==> config.mk <==
export PLATFORM = sky130hd
export DESIGN_NAME = psram_rd_capture_flat
export DESIGN_NICKNAME = d
export VERILOG_FILES = /design/src/rtl/psram_rd_capture_pkg.sv /design/src/rtl/psram_rd_capture_if.sv /design/src/rtl/psram_cap_sync.sv /design/src/rtl/psram_rd_capture.sv /design/src/flat_wrapper.sv
export SDC_FILE = /design/constraint.sdc
export NUM_CORES = 1
export LEC_CHECK = 0
export ABC_AREA = 1
export CAP_MARGIN = 25
export CELL_PAD_IN_SITES_DETAIL_PLACEMENT = 1
export CELL_PAD_IN_SITES_GLOBAL_PLACEMENT = 2
export CORE_UTILIZATION = 33
export DETAILED_ROUTE_END_ITERATION = 6
export PLACE_DENSITY = 0.84
export SLEW_MARGIN = 20
export SYNTH_ARGS = -nofsm -noshare
export SYNTH_HDL_FRONTEND = slang
export SYNTH_SLANG_ARGS = --single-unit
export TNS_END_PERCENT = 10
==> constraint.sdc <==
create_clock -name clk_i -period 5.95 [get_ports clk_i]
set_clock_uncertainty 0.05 [all_clocks]
set_input_delay 0.595 -clock clk_i [delete_from_list [all_inputs] [get_ports clk_i]]
set_output_delay 0.595 -clock clk_i [all_outputs]
set_load 0.02 [all_outputs]
==> src/rtl/psram_rd_capture_pkg.sv <==
// psram_rd_capture_pkg: shared state encoding, default sync depth and byte-lane helper for the PSRAM read capture.
package psram_rd_capture_pkg;

    typedef enum logic [1:0] {
        PSRAM_CAP_IDLE,
        PSRAM_CAP_ARMED,
        PSRAM_CAP_CAPT,
        PSRAM_CAP_DONE
    } psram_cap_state_e;

    localparam int PSRAM_SYNC_STAGES_DEF = 2;

    // Byte n lands at [63-8n:56-8n]; 8*(7-n) is just ~n shifted left by 3.
    function automatic logic [5:0] byte_lsb(input logic [2:0] n);
        return {~n, 3'b000};
    endfunction

endpackage

==> src/rtl/psram_rd_capture_if.sv <==
// psram_rd_capture_if: capture control and read-result handshake between controller and capture block.
interface psram_rd_capture_if #(parameter int TOUT_WIDTH = 8);

    logic                  cap_start_i;
    logic [2:0]            cap_len_i;
    logic [TOUT_WIDTH-1:0] cap_tout_i;
    logic                  cap_busy_o;
    logic                  rd_valid_o;
    logic                  rd_ready_i;
    logic [63:0]           rd_data_o;
    logic                  rd_err_o;
    logic [7:0]            cfg_data_o;

    modport master (
        output cap_start_i, cap_len_i, cap_tout_i, rd_ready_i,
        input  cap_busy_o, rd_valid_o, rd_data_o, rd_err_o, cfg_data_o
    );

    modport slave (
        input  cap_start_i, cap_len_i, cap_tout_i, rd_ready_i,
        output cap_busy_o, rd_valid_o, rd_data_o, rd_err_o, cfg_data_o
    );

endinterface

==> src/rtl/psram_cap_sync.sv <==
// psram_cap_sync: STAGES-deep flop chain bringing pad signals into the clk_i domain.
module psram_cap_sync #(
    parameter int STAGES = 2,
    parameter int W      = 1
) (
    input  logic         clk_i,
    input  logic         rst_i,
    input  logic [W-1:0] d_i,
    output logic [W-1:0] q_o
);

    logic [STAGES-1:0][W-1:0] s_q, s_d;

    always_comb s_d = {s_q[STAGES-2:0], d_i};

    always_ff @(posedge clk_i or posedge rst_i)
        if (rst_i) s_q <= '0;
        else       s_q <= s_d;

    assign q_o = s_q[STAGES-1];

endmodule

==> src/rtl/psram_rd_capture.sv <==
// psram_rd_capture: samples DDR read bytes on both DQS edges in the clk_i domain,
// with beat count limit, inter-edge timeout and a valid/ready result hold.
module psram_rd_capture
    import psram_rd_capture_pkg::*;
#(
    parameter int SYNC_STAGES = PSRAM_SYNC_STAGES_DEF,
    parameter int TOUT_WIDTH  = 8
) (
    input  logic                clk_i,
    input  logic                rst_i,
    input  logic                psram_dqs_in_i,
    input  logic [7:0]          psram_io_in_i,
    psram_rd_capture_if.slave   bus
);

    psram_cap_state_e      state_q, state_d;
    logic [2:0]            cnt_q, cnt_d, len_q, len_d;
    logic [TOUT_WIDTH-1:0] lim_q, lim_d, tout_q, tout_d;
    logic [63:0]           data_q, data_d;
    logic                  err_q, err_d, dqs_prev_q, dqs_prev_d;
    logic                  dqs_s, beat, open;
    logic [7:0]            io_s;

    // IO uses the same depth as DQS so the byte seen with an edge is the one launched with it.
    psram_cap_sync #(.STAGES(SYNC_STAGES), .W(1)) u_dqs_sync (
        .clk_i(clk_i), .rst_i(rst_i), .d_i(psram_dqs_in_i), .q_o(dqs_s)
    );
    psram_cap_sync #(.STAGES(SYNC_STAGES), .W(8)) u_io_sync (
        .clk_i(clk_i), .rst_i(rst_i), .d_i(psram_io_in_i), .q_o(io_s)
    );

    assign beat = dqs_s ^ dqs_prev_q;
    assign open = (state_q == PSRAM_CAP_ARMED) || (state_q == PSRAM_CAP_CAPT);

    always_comb begin
        state_d    = state_q;
        cnt_d      = cnt_q;
        len_d      = len_q;
        lim_d      = lim_q;
        tout_d     = tout_q;
        data_d     = data_q;
        err_d      = err_q;
        dqs_prev_d = dqs_s;
        if (state_q == PSRAM_CAP_IDLE && bus.cap_start_i) begin
            state_d = PSRAM_CAP_ARMED;
            cnt_d   = '0;
            data_d  = '0;
            tout_d  = '0;
            err_d   = 1'b0;
            len_d   = bus.cap_len_i;
            lim_d   = bus.cap_tout_i;
        end else if (open && beat) begin
            data_d[byte_lsb(cnt_q) +: 8] = io_s;
            tout_d  = '0;
            state_d = (cnt_q == len_q) ? PSRAM_CAP_DONE : PSRAM_CAP_CAPT;
            cnt_d   = (cnt_q == len_q) ? cnt_q : cnt_q + 3'd1;
        end else if (open) begin
            tout_d = TOUT_WIDTH'(tout_q + 1'b1);
            if (lim_q != '0 && tout_d == lim_q) begin
                state_d = PSRAM_CAP_DONE;
                err_d   = 1'b1;
            end
        end else if (state_q == PSRAM_CAP_DONE && bus.rd_ready_i) begin
            state_d = PSRAM_CAP_IDLE;
        end
    end

    always_ff @(posedge clk_i or posedge rst_i)
        if (rst_i) begin
            state_q    <= PSRAM_CAP_IDLE;
            cnt_q      <= '0;
            len_q      <= '0;
            lim_q      <= '0;
            tout_q     <= '0;
            data_q     <= '0;
            err_q      <= 1'b0;
            dqs_prev_q <= 1'b0;
        end else begin
            state_q    <= state_d;
            cnt_q      <= cnt_d;
            len_q      <= len_d;
            lim_q      <= lim_d;
            tout_q     <= tout_d;
            data_q     <= data_d;
            err_q      <= err_d;
            dqs_prev_q <= dqs_prev_d;
        end

    assign bus.cap_busy_o = state_q != PSRAM_CAP_IDLE;
    assign bus.rd_valid_o = state_q == PSRAM_CAP_DONE;
    assign bus.rd_data_o  = data_q;
    assign bus.rd_err_o   = err_q;
    assign bus.cfg_data_o = data_q[63:56];

endmodule
==> src/flat_wrapper.sv <==
// flat-port wrapper written by rule: the top's interface ports become plain ports
module psram_rd_capture_flat import psram_rd_capture_pkg::*;
#(
    parameter int SYNC_STAGES = PSRAM_SYNC_STAGES_DEF,
    parameter int TOUT_WIDTH  = 8
)
  (clk_i, rst_i, psram_dqs_in_i, psram_io_in_i, bus_cap_start_i, bus_cap_len_i, bus_cap_tout_i, bus_rd_ready_i, bus_cap_busy_o, bus_rd_valid_o, bus_rd_data_o, bus_rd_err_o, bus_cfg_data_o);
  psram_rd_capture_if #(.TOUT_WIDTH(TOUT_WIDTH)) bus_i ();
  input  logic clk_i;
  input  logic rst_i;
  input  logic psram_dqs_in_i;
  input  logic [7:0] psram_io_in_i;
  input wire logic [$bits(bus_i.cap_start_i)-1:0] bus_cap_start_i;
  input wire logic [$bits(bus_i.cap_len_i)-1:0] bus_cap_len_i;
  input wire logic [$bits(bus_i.cap_tout_i)-1:0] bus_cap_tout_i;
  input wire logic [$bits(bus_i.rd_ready_i)-1:0] bus_rd_ready_i;
  output wire logic [$bits(bus_i.cap_busy_o)-1:0] bus_cap_busy_o;
  output wire logic [$bits(bus_i.rd_valid_o)-1:0] bus_rd_valid_o;
  output wire logic [$bits(bus_i.rd_data_o)-1:0] bus_rd_data_o;
  output wire logic [$bits(bus_i.rd_err_o)-1:0] bus_rd_err_o;
  output wire logic [$bits(bus_i.cfg_data_o)-1:0] bus_cfg_data_o;
  assign bus_i.cap_start_i = bus_cap_start_i;
  assign bus_i.cap_len_i = bus_cap_len_i;
  assign bus_i.cap_tout_i = bus_cap_tout_i;
  assign bus_i.rd_ready_i = bus_rd_ready_i;
  assign bus_cap_busy_o = bus_i.cap_busy_o;
  assign bus_rd_valid_o = bus_i.rd_valid_o;
  assign bus_rd_data_o = bus_i.rd_data_o;
  assign bus_rd_err_o = bus_i.rd_err_o;
  assign bus_cfg_data_o = bus_i.cfg_data_o;
  psram_rd_capture #(.SYNC_STAGES(SYNC_STAGES), .TOUT_WIDTH(TOUT_WIDTH)) u_core (.clk_i(clk_i), .rst_i(rst_i), .psram_dqs_in_i(psram_dqs_in_i), .psram_io_in_i(psram_io_in_i), .bus(bus_i));
endmodule
After elaboration in Yosys (flattened, before gate mapping)
Cells that the tools add are included.
{ "totals": {"ff_bits": 108, "latch_bits": 0, "ram_bits": 0, "rom_bits": 0, "inputBits": 24, "output_inout_bits": 75, "wordCells": 62, "memories": 0} }
{ "classes": {"add_sub_neg": 3, "multipliers": 0, "div_mod_pow": 0, "n_lt_le_gt_ge": 0, "n_eq_ne": 8, "shifts": 2, "mux": 19, "bitwise_logic": 2, "n_reduce_logical": 16} }
{ "ops": {"columns": ["cell", "n"], "rows": [
  ["two-way mux 64 bit", 2],
  ["bitwise mux 64 bit", 1],
  ["variable shift 8 x 8 -> 64 bit (first input constant)", 1],
  ["variable part select 8 x 8 -> 64 bit", 1],
  ["two-way mux 8 bit", 3],
  ["two-way mux 2 bit", 5],
  ["two-way mux 3 bit", 3],
  ["adder 8 x 1 -> 8 bit (second input constant)", 1],
  ["equality test 8 bit", 1],
  ["negation 6 -> 8 bit", 1],
  ["nonzero test 2 bit", 4],
  ["nonzero test 8 bit", 1],
  ["two-way mux 1 bit", 5],
  ["equality test 2 bit (second input constant)", 2],
  ["logical AND 1 bit", 4],
  ["!= test 2 x 1 -> 1 bit (second input constant)", 2],
  ["!= test 4 bit (second input constant)", 1],
  ["AND reduction 2 bit", 2],
  ["nonzero test 4 bit", 1],
  ["adder 3 x 1 -> 3 bit (second input constant)", 1],
  ["equality test 3 bit", 1],
  ["inverter 3 bit", 1],
  ["AND reduction 3 bit", 1],
  ["nonzero test 3 bit", 1],
  ["4 further kinds", 4]
]} }

Logic depth before layout (Yosys ltp)
Gate-level depths: netlist of run 1.
{ "depth": {"depth_word": 7, "ltp_mapped": 14, "mapped_depth_nobuf": 14} }

Hierarchy
Synthesis of run 1 repeated with hierarchy kept, for this count alone.
{ "unflattened": {"cells_unflattened": 508, "area_unflattened_um2": 4733.3} }
{ "by_module_without_submodules": {"columns": ["module", "instances", "cells_each", "area_per_inst_um2", "seq_area_each_um2"], "rows": [
  ["psram_rd_capture", 1, 488, 4275.4, 2252.2],
  ["psram_cap_sync (u_core.u_io_sync)", 1, 17, 404.1, 400.4],
  ["psram_cap_sync (u_core.u_dqs_sync)", 1, 3, 53.8, 50.0]
]} }

Worst setup path after synthesis of run 1
OpenSTA, ideal clock, no wires.
{ "synth_path": {"kind": "register to register", "start": "register u_core.cnt_q[1]", "end": "register u_core.data_q[33], in the netlist u_core.bus.rd_data_o[33]", "setup_time_ns": 0.129, "arrival_ns": 1.589, "t_required_ns": 5.771, "slack_ns": 4.182, "stages_incl_launch_ff": 8, "path_buffers": 0, "synth_period_minus_slack_ns": 1.768, "cell_sequence": "dfrtp_1 ha_1 ha_1 nand2_1 nor4_1 nand2_1 nand3_1 o21ai_0"} }
{ "synth_between": {"elab_chain_len": 6, "word_cells_on_any_way": 7, "classes_between": "1 x add/sub; 2 x shift; 3 x mux; 1 x bitwise"} }
{ "synth_rtl": {"columns": ["item", "line_no", "text"], "rows": [
  ["from (decl)", "psram_rd_capture.sv:17", "logic [2:0] cnt_q, cnt_d, len_q, len_d;"],
  ["from (signal assigned)", "psram_rd_capture.sv:80", "cnt_q <= cnt_d;"],
  ["inverter 3 bit (*)", "psram_rd_capture_pkg.sv:15", "return {~n, 3'b000};"],
  ["negation 6 -> 8 bit (*)", "psram_rd_capture.sv:53", "data_d[byte_lsb(cnt_q) +: 8] = io_s;"],
  ["variable part select 8 x 8 -> 64 bit or variable shift 8 x 8 -> 64 bit (tied branches)", "psram_rd_capture.sv:53", null],
  ["bitwise mux 64 bit (*)", "psram_rd_capture.sv:53", null],
  ["two-way mux 64 bit (*)", "psram_rd_capture.sv:52", "end else if (open && beat) begin"],
  ["two-way mux 64 bit (*)", "psram_rd_capture.sv:44", "if (state_q == PSRAM_CAP_IDLE && bus.cap_start_i) begin"],
  ["to (signal assigned)", "psram_rd_capture.sv:84", "data_q <= data_d;"],
  ["to (decl)", "psram_rd_capture.sv:19", "logic [63:0] data_q, data_d;"]
]} }
Mark *: on every way between the ends. The rest lies on a longest branch, timed or not. The select of a mux whose other input is x is not followed.
A chain may end at the register's enable or synchronous reset.

Final worst setup path of run 1
{ "layout_path": {"start": "input bus_cap_start_i", "end": "register u_core.data_q[45], in the netlist u_core.bus.rd_data_o[45]"} }
{ "layout_between": {"elab_chain_len": 2, "word_cells_on_any_way": 3, "classes_between": "1 x mux; 2 x reduce/logical"} }
{ "layout_rtl": {"columns": ["item", "line_no", "text"], "rows": [
  ["from (decl)", "flat_wrapper.sv:13", "input wire logic [$bits(bus_i.cap_start_i)-1:0] bus_cap_start_i;"],
  ["logical AND 1 bit (*)", "psram_rd_capture.sv:44", null],
  ["two-way mux 64 bit or nonzero test 2 bit (tied branches)", null, null]
]} }
Mark *: on every way between the ends. The rest lies on a longest branch, timed or not.

==> flow_metrics.tcl, run 1 <==
set metrics [dict create \
    status "complete, no violations" \
    min_path_cells 0 \
    critPathSlowestCell "nor3_1" \
    hold_start "u_core.u_io_sync.s_d[11]" \
    p_leak_uw 0.00264 \
    multi_input_area_mm2 0.00158 \
    die_height_um 119 \
    dr.pass1.iters 4 \
    max_freq_mhz 436 \
    fin_crit_sh_pct 38.6 \
    num_rows 42 \
    synth_area_per_cell_um2 9.25 \
    antenna_found_initial 0 \
    worstPathCellList "clkdlybuf4s50_1, nand2_2, inv_2, nor3_1, nand2_1, o21ai_0" \
    dp_hpwl_mm 9.25 \
    numCtsBuffers 9 \
    worstPathRequired_ns 6.17 \
    reg2reg_from "u_core.cnt_q[0]" \
    max_cap_violations 0 \
    dp_cells 749 \
    regArea_mm2 0.00270 \
    cts_setup_buffers 0 \
    antenna_cells 0 \
    yosysSeqAreaShare_pct 59.4 \
    fin_setup_tns_ns 0 \
    die-area_mm2 0.0143 \
    hold_buffers 0 \
    syn-num-nets 521 \
    finalSetupViolCount 0 \
    cellInternalPower_uw 1530 \
    cts_tree "built" \
    drtIter0Drc 174 \
    rrSetupSlack_ns 3.66 \
    fill_cells 1550 \
    p_sw_share_pct 39.9 \
    first_global_vias 4088 \
    clk_pin_slew_ns 0.07 \
    dr.max_layer_used "met4" \
    rr_worst_depth 7 \
    cts_resized 0 \
    switchingPower_uw 1020 \
    startpoint_type "input port" \
    drt-met1-wl_mm 6.05 \
    grt_pass1_wl_mm 21.6 \
    max_stage_delay_ns 0.60 \
    endpoint_kind "flop" \
    die_x_um 119 \
    vias 3809 \
    cts_root_buffer "clkbuf_16" \
    clkSinkCount 108 \
    wl_met3_um 391 \
    arrival_ns 2.51 \
    grt_max_degree 59 \
    dr_wl_met2_mm 6.00 \
    drc 0 \
    finalHoldViolations 0 \
    ys_types 30 \
    synth-seq-cells 108 \
    final_nets 614 \
    coreArea_mm2 0.0133 \
    grt_overflow_total 0 \
    clockBufferDepth 2 \
    drtAntennaViolNets 0 \
    peakVddDrop_v 0.000135 \
    finalCriticalPeriod_ns 2.29 \
    layout.cells.non_filler 766 \
    io_pins 99 \
    sequentialPowerShare_pct 37.3 \
    slew-limit-headroom_pct 49.8 \
    rsz0062_at_grt "no" \
    hold_end "u_core.u_io_sync.q_o[3]" \
    syn_inst 492 \
    syn2layout_area_growth_pct 31.7 \
    tightest_slew_ns 0.754 \
    drt_wl_total_mm 12.6 \
    fin_area_mm2 0.00599 \
    r2r_end "u_core.bus.rd_data_o[15]" \
    synth_area_mm2 0.00455 \
    crit_path_max_fanout 27 \
    gp_congestion 0.843 \
    initial_core_util_pct 34.1 \
    grt_usage_pct 19.5 \
    routedWlPerCell_um 16.5 \
    hp-class "reg2reg" \
    drive_gt1_share_pct 6.44 \
    dpl-instance-area_mm2 0.00566 \
    maxSlewViolCount 0 \
    drt-vias-per-instance 4.97 \
    clk_latency_ns 0.35 \
    h-tree-depth 3 \
    yosysWarnings 0 \
    p_per_area_mw_per_mm2 426 \
    io_buffer_count 98 \
    clkPwrFrac_pct 25.0 \
    path_class "in2reg" \
    power_frac_comb_pct 37.7 \
]
-- cells by family (layout without fill, tap and decap cells) --
| family | after synthesis | after routing | synth area share [%] |
|---|---|---|---|
| fa+ha+maj | 5 | 5 | 1.37 |
| buf+inv | 62 | 160 | 5.97 |
| simple gates | 224 | 224 | 21.9 |
| flops | 108 | 108 | 59.4 |
| compound gates | 89 | 89 | 10.6 |
| xor+xnor | 4 | 4 | 0.770 |
-- final cells by class --
class	instances	area share (%)
Inverter	44	2.80
Multi-Input combinational cell	322	26.3
Clock buffer	11	4.22
Timing Repair Buffer	100	16.8
Tap cell	176	3.67
Sequential cell	108	45.1
Clock inverter	5	1.09
-- placed cells by master (no fill, tap or decap), types with 2 or more instances in the layout --
cell             synthesis  final
a21oi_1                  3      3
nand3_1                 63     63
inv_1                   39     38
inv_2                    5      5
nand4_1                  5      5
clkbuf_16                0      9
xor2_1                   2      2
xnor2_1                  2      2
dfrtp_1                108    108
nand2_1                121    121
nor2_1                  19     19
o31ai_1                  5      5
inv_6                    0      3
clkbuf_8                 0      2
nand3_2                  3      3
o22ai_1                  6      6
clkdlybuf4s50_1          0     98
nor2_2                   4      4
nor3_1                   2      2
ha_1                     5      5
o21ai_0                 70     70
o21ai_1                  2      2
nand2_2                  3      3
-- worst max-delay path, delay by kind of cell --
family	cells	cell delay, ns
simple gates	3	1.03
compound gates	1	0.20
buf+inv	2	0.68
-- state kept, by name (all words and copies together) (netlist names) --
name	cells
u_core.cnt_q	3
u_core.u_dqs_sync.s_d	1
u_core.bus.rd_data_o	64
u_core.lim_q	8
u_core.state_q	2
u_core.len_q	3
u_core.dqs_prev_q	1
u_core.bus.rd_err_o	1
u_core.u_dqs_sync.q_o	1
u_core.u_io_sync.q_o	8
u_core.u_io_sync.s_d	8
u_core.tout_q	8
-- worst max-delay path by stage --
| stage | from | endpoint | cells past startpoint |
|---|---|---|---|
| 4_1_cts | u_core.state_q[0] | u_core.bus.rd_data_o[45] | 7 |
| 2_1_floorplan | rst_i | u_core.bus.rd_data_o[0] | 1 |
| 5_1_grt | u_core.cnt_q[0] | u_core.bus.rd_data_o[12] | 7 |
| 6_report | bus_cap_start_i | u_core.bus.rd_data_o[45] | 6 |
| 3_5_place_dp | bus_cap_start_i | u_core.bus.rd_data_o[45] | 6 |
| 3_3_place_gp | bus_cap_start_i | u_core.bus.rd_data_o[13] | 6 |
-- synth_stat cells --
cell      number  area [um2]
a21oi_2        1        8.76
nor3_1         2        10.0
nor4_1         1        6.26
nand3_1       63         315
buf_4         10        75.1
buf_2          1        5.00
nor2_1        19        71.3
o31ai_1        5        37.5
dfrtp_1      108        2700
nor2_4         1        11.3
inv_1         39         146
o22ai_1        6        37.5
nand2_1      121         454
o31ai_2        1        12.5
nor3_4         1        16.3
nand4_1        5        31.3
o21ai_1        2        10.0
a32o_1         1        10.0
buf_1          3        11.3
ha_1           5        62.6
nand3b_1       1        7.51
a21oi_1        3        15.0
nor2_2         4        25.0
xnor2_1        2        17.5
clkbuf_1       4        15.0
nand2_2        3        18.8
xor2_1         2        17.5
inv_2          5        18.8
nand3_2        3        30.0
o21ai_0       70         350
-- through the flow --
stage          util, %  total power, uW  hold WS (ns)  setup WS (ns)
4_1_cts           44.8             2570         0.304           2.83
6_report          44.9             2550         0.300           3.66
3_3_place_gp      42.4             1890         0.282           2.60
2_1_floorplan        -             1590         0.281           2.46
3_5_place_dp      42.4             1930         0.286           2.50
5_1_grt           44.9             2730         0.307           3.40
-- power by group through the flow --
stage / logic, uW / registers [uW] / clock network, uW
after floorplan: 595 / 995 / 0
after global placement: 929 / 962 / 0
after detailed placement: 959 / 966 / 0
after CTS: 964 / 953 / 651
after global routing: 1080 / 968 / 678
final: 962 / 951 / 638
-- per-layer routing --
metal	track usage, %	up-vias
li1	-	1813
met1	26.9	1903
met2	31.1	79
met3	3.02	14
met4	6.72	0
met5	0	-
Note: power is estimated with default switching activity, not from simulation.
==> run 2, diff against run 1 <==
- CORE_UTILIZATION: 33 -> 30
- PLACE_DENSITY: 0.84 -> 0.77
- clock period: 5.95 -> 2.3 ns (I/O delays scaled with it)
==> run 2 against run 1 <==
First-iteration DRC count up 35%. Register-to-register slack worse by 3.5 ns. Power increased to 2.6 times the previous value. Core utilization fell by 3.6 points. Clock-buffer cell count shrank 2. Critical endpoint is now u_core.bus.rd_data_o[32]. Largest cell class unchanged.
==> flow_metrics.tcl, run 2 (synthesized netlist as in run 1, its figures left out) <==
set metrics [dict create \
    coreArea_mm2 0.0146 \
    final_nets 619 \
    clockBufferDepth 2 \
    clk_pin_slew_ns 0.09 \
    grt_overflow_total 0 \
    dr.pass1.iters 6 \
    worst_slack_ns 0.205 \
    max_freq_mhz 477 \
    antenna_cells 0 \
    antenna_found_initial 0 \
    clkSinkCount 108 \
    drive_gt1_share_pct 7.23 \
    critPathSlowestCell "dfrtp_1" \
    hp-class "in2reg" \
    fill_cells 1664 \
    h-tree-depth 3 \
    cts_resized 0 \
    fin_crit_sh_pct 91.1 \
    arrival_ns 2.29 \
    finalHoldViolations 0 \
    fin_setup_tns_ns 0 \
    die_height_um 125 \
    tightest_slew_ns 0.715 \
    clk_latency_ns 0.36 \
    cts_tree "built" \
    fin_area_mm2 0.00604 \
    rsz0062_at_grt "no" \
    p_per_area_mw_per_mm2 1090 \
    max_stage_delay_ns 0.43 \
    num_rows 44 \
    drtAntennaViolNets 0 \
    p_leak_uw 0.00266 \
    initial_core_util_pct 31.1 \
    startpoint_type "flop" \
    largest_reg_flops 64 \
    vias 3846 \
    rrSetupSlack_ns 0.20 \
    endpoint_kind "flop" \
    drt-vias-per-instance 4.94 \
    slew-limit-headroom_pct 52.3 \
    die_x_um 125 \
    max_cap_violations 0 \
    drt_wl_total_mm 12.8 \
    io_pins 99 \
    dpl-instance-area_mm2 0.00572 \
    cts_setup_buffers 0 \
    routedWlPerCell_um 16.5 \
    worstPathRequired_ns 2.50 \
    status "complete, no violations" \
    first_global_vias 4080 \
    syn2layout_area_growth_pct 32.8 \
    peakVddDrop_v 0.000420 \
    layout_commonest_cell "nand2_1" \
    finalSetupViolCount 0 \
    finalCriticalPeriod_ns 2.10 \
    gp_congestion 0.781 \
    pre_cts_slack_ns 0.212 \
    numCtsBuffers 9 \
    path_delay_family "simple AND/OR/NAND/NOR gates" \
    timing.hold.ws_ns 0.243 \
    drc 0 \
    mostFrequentLayoutCells "121 x nand2_1, 108 x dfrtp_1, 98 x clkdlybuf4s50_1, 70 x o21ai_0, 63 x nand3_1" \
    maxSlewViolCount 0 \
    dp_hpwl_mm 9.39 \
    die-area_mm2 0.0157 \
    path_class "reg2reg" \
    drtIter0Drc 235 \
    crit_path_max_fanout 9 \
    grt_pass1_wl_mm 21.4 \
    hold_buffers 0 \
    cts_root_buffer "clkbuf_16" \
    worstPathCellList "ha_1, ha_1, nand2_1, nor4_1, nand2_1, nand3_1, o21ai_0" \
    io_buffer_count 98 \
    grt_max_degree 68 \
    path_buf_inv 0 \
    grt_usage_pct 17.5 \
]
==> run 2: cell types whose count changed in the layout (fill, tap and decap cells not counted), sizes merged <==
cell | before | now
buf | 2 | 7
bufinv | 1 | 0
clkbuf | 11 | 9
clkinv | 1 | 2
clkinvlp | 0 | 1
inv | 47 | 48
==> run 2: metrics by stage <==
| step | power, uW | utilization, % | std cells |
|---|---|---|---|
| after floorplan | 4120 | - | 492 |
| after global placement | 4960 | 39.1 | 763 |
| after detailed placement | 5020 | 39.1 | 763 |
| after CTS | 6690 | 41.3 | 779 |
| after global routing | 7060 | 41.3 | 779 |
| final | 6610 | 41.3 | 779 |
==> run 2: cell type report <==
class / count / area, um2 / area share (%)
clock inverter: 7 / 93.8 / 1.55
clock buffer: 9 / 225 / 3.73
timing repair buffer: 105 / 1050 / 17.3
sequential: 108 / 2700 / 44.7
multi-input combinational: 322 / 1580 / 26.1
tap: 184 / 230 / 3.81
inverter: 44 / 169 / 2.80
==> run 2: path summary, 6_finish.rpt <==
| kind | startpoint | endpoint | cells past startpoint |
|---|---|---|---|
| setup / recovery | u_core.cnt_q[1] | u_core.bus.rd_data_o[32] | 7 |
| hold / removal | psram_io_in_i[3] | u_core.u_io_sync.s_d[11] | 1 |
| setup reg to reg | u_core.cnt_q[1] | u_core.bus.rd_data_o[32] | 7 |
| hold reg to reg | u_core.u_io_sync.s_d[9] | u_core.u_io_sync.q_o[1] | 0 |
| max in group asynchronous | rst_i | u_core.bus.rd_data_o[62] | 3 |
| min in group asynchronous | rst_i | u_core.u_io_sync.q_o[2] | 3 |
==> run 2: power by group <==
group          switching, uW  internal [uW]  leakage [uW]
Clock                    838            800      0.000156
Sequential               230           2200       0.00143
Combinational           1670            864       0.00107
==> run 2: routing by layer <==
| metal | vias up | track usage, % | wire [um] |
|---|---|---|---|
| met5 | - | 0 | 0 |
| met3 | 12 | 4.54 | 419 |
| met4 | 0 | 4.38 | 142 |
| met2 | 75 | 27.6 | 5830 |
| met1 | 1942 | 23.9 | 6420 |
| li1 | 1817 | - | - |
